==> config.mk <==
export PLATFORM = sky130hd
export DESIGN_NAME = wdog_reset_seq
export DESIGN_NICKNAME = d
export VERILOG_FILES = /design/src/rtl/wdog_pkg.sv /design/src/rtl/wdog_reset_seq.sv
export SDC_FILE = /design/constraint.sdc
export NUM_CORES = 1
export LEC_CHECK = 0
export CORE_MARGIN = 2
export CORE_UTILIZATION = 30
export DETAILED_ROUTE_END_ITERATION = 16
export DONT_BUFFER_PORTS = 1
export PLACE_DENSITY = 0.47
export SLEW_MARGIN = 30
export SYNTH_ARGS = -nofsm -noshare
export SYNTH_HDL_FRONTEND = slang
export SYNTH_SLANG_ARGS = --single-unit
==> constraint.sdc <==
create_clock -name clk -period 4.4 [get_ports clk]
set_input_delay 0.66 -clock clk [delete_from_list [all_inputs] [get_ports clk]]
set_output_delay 0.66 -clock clk [all_outputs]
set_load 0.02 [all_outputs]
==> src/rtl/wdog_pkg.sv <==
`default_nettype none
// ============================================================================
// Module  : wdog_pkg
// Brief   : Shared watchdog types and ns-to-cycle conversion helper.
// Revision: 1.0 - initial release
// ============================================================================
package wdog_pkg;

    typedef enum logic [1:0] {
        ST_IDLE    = 2'd0,
        ST_ASSERT  = 2'd1,
        ST_HOLD    = 2'd2,
        ST_RELEASE = 2'd3
    } wdog_state_t;

    // 64-bit product so large ns*Hz values do not overflow before the divide.
    function automatic logic [31:0] ns_to_cycles(input logic [63:0] ns,
                                                 input logic [63:0] freq_hz);
        logic [63:0] prod;
        logic [63:0] quot;
        prod = ns * freq_hz;
        quot = prod / 64'd1000000000;
        return quot[31:0];
    endfunction

endpackage
`default_nettype wire

==> src/rtl/wdog_reset_seq.sv <==
`default_nettype none
// ============================================================================
// Module  : wdog_reset_seq
// Brief   : Turns a watchdog kick level into ordered, staged reset releases.
// Revision: 1.0 - initial release
// ============================================================================
module wdog_reset_seq
    import wdog_pkg::*;
#(
    parameter int P_CLK_FREQ_HZ = 100000000,
    parameter int P_HOLD_NS     = 1000,
    parameter int P_STAGE_NS    = 500,
    parameter int P_N_STAGES    = 4,
    parameter int P_EVT_CNT_W   = 16
) (
    input  logic                   clk,
    input  logic                   rst,
    input  logic                   kick,
    input  logic                   evt_clr,
    output logic [P_N_STAGES-1:0]  rst_stage,
    output logic                   seq_busy,
    output logic [P_EVT_CNT_W-1:0] evt_cnt
);

    localparam logic [31:0] L_HOLD_CNT  = ns_to_cycles(64'(P_HOLD_NS), 64'(P_CLK_FREQ_HZ));
    localparam logic [31:0] L_STAGE_CNT = ns_to_cycles(64'(P_STAGE_NS), 64'(P_CLK_FREQ_HZ));
    localparam int          STG_W       = $clog2(P_N_STAGES) + 1;

    localparam logic [STG_W-1:0]       c_last_stg = STG_W'(P_N_STAGES - 1);
    localparam logic [P_EVT_CNT_W-1:0] c_evt_max  = '1;

    wdog_state_t            r_state;
    wdog_state_t            w_state_nxt;
    logic [31:0]            r_cnt;
    logic [31:0]            w_cnt_nxt;
    logic [STG_W-1:0]       r_stg;
    logic [STG_W-1:0]       w_stg_nxt;
    logic [P_N_STAGES-1:0]  r_stage;
    logic [P_N_STAGES-1:0]  w_stage_nxt;
    logic                   r_busy;
    logic                   w_busy_nxt;
    logic [P_EVT_CNT_W-1:0] r_evt;
    logic [P_EVT_CNT_W-1:0] w_evt_nxt;
    logic                   r_kick_d;
    logic                   w_kick_rise;

    // Reset lands in HOLD so power-up runs the same ordered release as a kick.
    always_ff @(posedge clk or posedge rst) begin
        if (rst) begin
            r_state  <= ST_HOLD;
            r_cnt    <= '0;
            r_stg    <= '0;
            r_stage  <= '1;
            r_busy   <= 1'b1;
            r_evt    <= '0;
            r_kick_d <= 1'b0;
        end else begin
            r_state  <= w_state_nxt;
            r_cnt    <= w_cnt_nxt;
            r_stg    <= w_stg_nxt;
            r_stage  <= w_stage_nxt;
            r_busy   <= w_busy_nxt;
            r_evt    <= w_evt_nxt;
            r_kick_d <= kick;
        end
    end

    always_comb begin
        w_state_nxt = r_state;
        w_cnt_nxt   = r_cnt;
        w_stg_nxt   = r_stg;
        w_stage_nxt = r_stage;
        w_busy_nxt  = r_busy;

        case (r_state)
            ST_IDLE: begin
                w_stage_nxt = '0;
                w_busy_nxt  = 1'b0;
                if (kick) begin
                    w_state_nxt = ST_ASSERT;
                    w_stage_nxt = '1;
                    w_busy_nxt  = 1'b1;
                end
            end
            ST_ASSERT: begin
                w_stage_nxt = '1;
                w_busy_nxt  = 1'b1;
                if (!kick) begin
                    w_state_nxt = ST_HOLD;
                    w_cnt_nxt   = '0;
                end
            end
            ST_HOLD: begin
                if (kick) begin
                    w_state_nxt = ST_ASSERT;
                    w_stage_nxt = '1;
                    w_cnt_nxt   = '0;
                    w_stg_nxt   = '0;
                end else if (r_cnt == L_HOLD_CNT) begin
                    w_state_nxt    = ST_RELEASE;
                    w_stage_nxt[0] = 1'b0;
                    w_stg_nxt      = STG_W'(1);
                    w_cnt_nxt      = '0;
                end else begin
                    w_cnt_nxt = r_cnt + 32'd1;
                end
            end
            ST_RELEASE: begin
                if (kick) begin
                    w_state_nxt = ST_ASSERT;
                    w_stage_nxt = '1;
                    w_cnt_nxt   = '0;
                    w_stg_nxt   = '0;
                end else if (r_cnt == L_STAGE_CNT) begin
                    for (int i = 0; i < P_N_STAGES; i++) begin
                        if (r_stg == STG_W'(i)) begin
                            w_stage_nxt[i] = 1'b0;
                        end
                    end
                    w_stg_nxt = r_stg + STG_W'(1);
                    w_cnt_nxt = '0;
                    if (r_stg == c_last_stg) begin
                        w_state_nxt = ST_IDLE;
                        w_busy_nxt  = 1'b0;
                    end
                end else begin
                    w_cnt_nxt = r_cnt + 32'd1;
                end
            end
            default: begin
                w_state_nxt = ST_HOLD;
            end
        endcase
    end

    // A clear coinciding with a new kick still records that kick.
    always_comb begin
        w_kick_rise = kick & ~r_kick_d;
        w_evt_nxt   = r_evt;
        if (evt_clr) begin
            w_evt_nxt = P_EVT_CNT_W'(w_kick_rise);
        end else if (w_kick_rise && (r_evt != c_evt_max)) begin
            w_evt_nxt = r_evt + P_EVT_CNT_W'(1);
        end
    end

    assign rst_stage = r_stage;
    assign seq_busy  = r_busy;
    assign evt_cnt   = r_evt;

endmodule
`default_nettype wire

==> reports/metrics.cfg, run 1 <==
[outcome]
status=finished, final reports clean

[timing]
setup_viol=0
fin_setup_tns_ps=0
fin_ws_ps=1707
skew_ps=6.939
final_hold_viol_count=0
final-max-slew-violation-count=0
fmax_mhz=371.3
worstMarginPinSlew_ps=764.0
holdWs_ps=277.1
rsz0062_at_grt=no
fin_crit_ps=2693
relSlewSlack_pct=48.35
min_period_over_period_pct=61.21

[clocking]
clk_latency_ps=330
cts_resized=0
cts_made_buffers=9
cts_buffer_depth=2
clock-sinks=59
post_cts_buffers=0
cts-root-buf=clkbuf_16
clk_pin_slew_ps=50
htreeDepth=3
hold_buffers=0
cts_tree=built

[routing]
met3WireLength_um=337
wl_mm=7.974
top_layer=met4
route.detailed.drc=0
firstDrtPassIters=4
num_vias=2790
vias_per_cell=5.345
met2WireLength_mm=3.561
wl_met1_mm=3.954
drtIter0Drc=209
ant_nets=0
wl_per_cell_um=15.28

[synthesis]
synth_most_common_cell=dfrtp_1
netlist.area_leader.share_pct=38.56
ys_seq_elements=59
synth_seq_area_share_pct=43.14
postSynth.asyncResetShare_pct=100.0
synth_top_flop_cell=dfrtp_1
synth.net_count=389
ys_types=54
synth_compound_area_share_pct=14.59
synth_top_family_by_area=simple AND/OR/NAND/NOR gates
synth_fa_ha_area_share_pct=5.093
yosys_warnings=0
synthTopCellsByArea=dfrtp_1, ha_1, nand3_1, dfstp_2, nor2_1
yosys.area.top_type=dfrtp_1
synth-simple-area-share_pct=27.32
netlist_instances=371
synth_area_per_cell_um2=9.271
synth_edf_count=0
syn_area_um2=3440
synth.area.mux_share_pct=1.855
synth_xor_area_share_pct=4.583
synth_common_cells=dfrtp_1, nor2_1, nand3_1, nand2_1

[floorplanning]
num_rows=39
die_w_um=111.1
die_height_um=111.1
core-area_um2=11320
start_util_pct=30.38
die_area_um2=12340
pin_count=25

[setup_path]
reg2reg_from=r_state[0]
cp.arrival_ps=2900
crit_fanout=24
crit_path_start_kind=flip-flop
rrSetupSlack_ps=1710
rr_worst_depth=8
reg2reg_to=r_cnt[19]
crit_required_ps=4610
endpoint_kind=flip-flop
crit_type=flip-flop to flip-flop

[placed_design]
place.gp.congestion=0.7790
port_buffers=0
hpwl_mm=5.320
pre_cts_ws_ps=1644

[power]
power_density_nw_per_um2=522.2
peakVddDrop_v=0.0003668
leakage_nw=1.628
p_total_w=0.002046

[final_layout]
drive_gt1_share_pct=10.55
diodes=0
area_growth_pct=13.93
nets=392

[grt]
grt_pass1_wl_mm=13.83
grt_use_total_pct=13.70
grt_pass1_vias=2670
grt_max_degree=33
overflow=0
antenna_found_initial=0

[min_path]
min_path_type=input pin to async pin

[job]
cap_viol_max_count=0

-- kinds of logic after synthesis --
logic type / count (synthesis)
buffers and inverters: 25
XOR/XNOR: 18
adder cells (fa/ha/maj): 14
multiplexers: 6
AO/OA/AOI/OAI: 72
AND/OR/NAND/NOR: 177
flip-flops: 59
-- through the flow --
stage | utilization (%) | cells | area [um^2]
2_1_floorplan | - | 371 | 3440
3_3_place_gp | 31.59 | 506 | 3576
3_5_place_dp | 31.59 | 506 | 3576
4_1_cts | 34.62 | 522 | 3919
5_1_grt | 34.62 | 522 | 3919
6_report | 34.62 | 522 | 3919
-- report_power, final --
| part | switching (W) | internal, W | leakage (nW) |
|---|---|---|---|
| clock network | 0.000250 | 0.000566 | 0.169 |
| registers | 0.0000753 | 0.000613 | 0.794 |
| logic | 0.000358 | 0.000183 | 0.664 |
| total | 0.000683 | 0.00136 | 1.63 |
-- state kept, by name, indices dropped and copies added, names as in the netlist --
| register | cells |
|---|---|
| r_kick_d | 1 |
| seq_busy | 1 |
| r_cnt | 32 |
| r_stg | 3 |
| evt_cnt | 16 |
| r_state | 2 |
| rst_stage | 4 |
-- cell type report --
cell class	instances	area, um^2
fill	1170	7402
clock buffer	11	242.7
timing repair buffer	3	22.52
inverter	14	52.55
multi-input combinational	287	1838
sequential	59	1484
tap	143	178.9
clock inverter	5	100.1
-- worst max path at each step --
stage / depth (start not counted) / slack (ps) / startpoint / to
after floorplan: 1 / 2290 / rst / evt_cnt[0]
after detailed placement: 8 / 1640 / r_state[0] / r_cnt[7]
after CTS: 8 / 1670 / r_state[0] / r_cnt[7]
after global placement: 6 / 1760 / r_state[1] / r_cnt[19]
final: 8 / 1710 / r_state[0] / r_cnt[19]
after global routing: 8 / 1450 / r_state[0] / r_cnt[7]
-- worst max-delay path, cell delays in order, from the launching register on --
cell and delay (ps):
dfrtp_1 420, inv_1 180, ha_1 240, nor2b_1 360
o41ai_2 180, o21ai_2 80, buf_4 280, nand2_1 390
o311ai_0 430
-- placed cells by master (no fill, tap or decap), types with 4 or more instances in the layout --
cell type,instances
nand3_1,33
and3_1,9
o21ai_0,9
nor3_1,7
a21oi_1,13
a31oi_1,10
ha_1,14
o21ai_1,6
dfstp_2,6
a22o_1,7
nand4_1,13
nor2b_1,7
clkbuf_16,9
or4_1,4
xor2_1,10
nor4_1,6
xnor2_1,8
nand2_1,28
dfrtp_1,53
nor2_1,39
and2_1,10
inv_1,13
o31ai_1,10
-- routing by layer --
metal	global-route usage, %	up-vias
li1	-	1365
met1	19.25	1357
met2	20.41	58
met3	3.827	10
met4	4.527	0
met5	0	-
(Power assumes the default switching activity.)
==> run 2, diff against run 1 <==
==> constraint.sdc (replaced) <==
create_clock -name clk -period 2.5 [get_ports clk]
set_input_delay 0.375 -clock clk [delete_from_list [all_inputs] [get_ports clk]]
set_output_delay 0.375 -clock clk [all_outputs]
set_load 0.02 [all_outputs]
==> run 2 against run 1 <==
Critical path depth decreased by 1. Wire length grew 3.6%. Fmax is 13% higher. Critical path type unchanged. Die area stayed put. Global-route usage up 0.60 points. Flip-flop and latch count stayed put. Largest cell class unchanged.
==> reports/metrics.cfg, run 2 (synthesis results as in run 1) <==
[outcome]
status=finished, final reports clean

[timing]
relSlewSlack_pct=55.59  ; +7.2 points
rsz0062_at_grt=no
fin_crit_ps=2374  ; -319.5 ps
setup_viol=0  ; unchanged
fmax_mhz=421.3  ; +13%
fin_setup_tns_ps=0  ; unchanged
min_period_over_period_pct=94.95  ; +34 points
worstMarginPinSlew_ps=665.1  ; -98.90 ps
final_hold_viol_count=0  ; unchanged
final-max-slew-violation-count=0  ; unchanged
holdWs_ps=21.20  ; -255.9 ps
skew_ps=11.44  ; +4.503 ps

[clocking]
cts_buffer_depth=2  ; unchanged
clk_latency_ps=330  ; about the same
clock-sinks=59  ; unchanged
hold_buffers=0  ; unchanged
cts_tree=built
clk_pin_slew_ps=60  ; about the same
cts-root-buf=clkbuf_16
cts_made_buffers=9  ; unchanged
htreeDepth=3  ; unchanged

[placed_design]
hpwl_mm=5.640  ; +6.0%
dp_cells=519  ; +2.6%
port_buffers=0  ; unchanged
place.gp.congestion=0.8041  ; +3.2%

[floorplanning]
core-area_um2=11320  ; unchanged
start_util_pct=30.38  ; unchanged
die_w_um=111.1  ; unchanged
pin_count=25  ; unchanged
die_area_um2=12340  ; unchanged
num_rows=39  ; unchanged
die_height_um=111.1  ; unchanged

[setup_path]
critical-path-max-stage-delay_ps=450  ; +20 ps
crit_path_start_kind=flip-flop
path_buf_inv=1  ; -1
crit_type=flip-flop to flip-flop
critPathTopFamily=simple AND/OR/NAND/NOR gates
cp.arrival_ps=2570  ; -330 ps
endpoint_kind=flip-flop
rr_worst_depth=7  ; -1
crit_fanout=9  ; -63%
critical_path_cell_count=7  ; -1
crit_required_ps=2700  ; -1910 ps
slowest_stage=o41ai_4
crit_chain=nor4_1, nand4_1, o41ai_4, o21ai_2, nand2_1, buf_4, o31ai_1

[routing]
ant_nets=0  ; unchanged
firstDrtPassIters=4  ; unchanged
route.detailed.drc=0  ; unchanged
wl_mm=8.262  ; +3.6%
vias_per_cell=5.243  ; -1.9%
drtIter0Drc=148  ; -29%
num_vias=2831  ; +1.5%
wl_per_cell_um=15.30  ; +0.16%

[power]
p_comb_share_pct=31.5  ; +5.0 points
leakage_nw=1.681  ; +3.3%
power.internal_w=0.002171  ; +59%
swShare_pct=36.46  ; +3.1 points
power_density_nw_per_um2=852.5  ; +63%
power_switching_w=0.001246  ; +82%
p_clk_share_pct=33.1  ; -6.8 points
pwr-share-seq_pct=35.4  ; +1.8 points
peakVddDrop_v=0.0004827  ; +32%

[final_layout]
finalNonFillerCells=540  ; +3.4%
nets=410  ; +4.6%
final_cell_mix=dfrtp_1, nor2_1, nand3_1
largest_register_ffs=32  ; unchanged
max_flop_register=r_cnt
diodes=0  ; unchanged
fill_cells=1183  ; +1.1%
layout_commonest_cell=dfrtp_1
drive_gt1_share_pct=14.86  ; +4.3 points
area_growth_pct=16.55

[grt]
grt_pass1_vias=2641  ; -1.1%
antenna_found_initial=0  ; unchanged
grt_pass1_wl_mm=14.10  ; +2.0%
grt_max_degree=33  ; unchanged
overflow=0  ; unchanged
grt_use_total_pct=14.30  ; +0.60 points

[min_path]
min_path_type=input pin to async pin

[job]
cap_viol_max_count=0  ; unchanged

## run 2: metal layers
layer | GRT usage [%] | part of all wire [%] | up-vias
met5 | 0 | 0 | -
met4 | 4.033 | 1.2 | 0
met3 | 5.522 | 3.8 | 8
met2 | 20.33 | 45 | 43
met1 | 20.26 | 50 | 1385
li1 | - | - | 1395
## run 2: cell type report
| class | count | area (um^2) | share of cell area (%) |
|---|---|---|---|
| inverters | 14 | 52.55 | 1.311 |
| flip-flops and latches | 59 | 1484 | 37.02 |
| well taps | 143 | 178.9 | 4.463 |
| clock buffers | 10 | 229.0 | 5.712 |
| repair buffers | 21 | 170.2 | 4.245 |
| multi-input cells | 287 | 1852 | 46.19 |
| clock inverters | 6 | 42.54 | 1.061 |
## run 2: final timing paths
path                            from     endpoint  slack, ps
hold / removal                   rst  evt_cnt[12]         20
hold reg to reg             r_stg[2]     r_stg[2]        500
max in group asynchronous        rst     seq_busy       1800
setup reg to reg           r_cnt[28]    r_cnt[26]        130
setup / recovery           r_cnt[28]    r_cnt[26]        130
min in group clk                kick     r_kick_d         70
## run 2: repair_timing
action / CTS / global route
buffers inserted: 0 / 5
resized for setup: 0 / 2
hold endpoints to repair: 0 / 0
endpoints found under the setup margin: 0 / 7
## run 2: power groups by stage
stage	logic [W]	registers (W)	clock network, W
finish	0.00108	0.00121	0.00113
global route	0.00122	0.00123	0.00122
CTS	0.00103	0.00121	0.00117
detailed placement	0.00102	0.00123	0
global placement	0.00101	0.00123	0
floorplan	0.000743	0.00120	0
## run 2: stage by stage
step	util, %	area (um^2)	total power [W]	setup slack (ps)
final	35.41	4009	0.003418	126.2
after global routing	35.41	4009	0.003664	9.967
after CTS	34.96	3958	0.003408	146.2
after detailed placement	32.56	3686	0.002249	154.4
after global placement	32.56	3686	0.002242	248.0
after floorplan	-	3440	0.001948	485.0
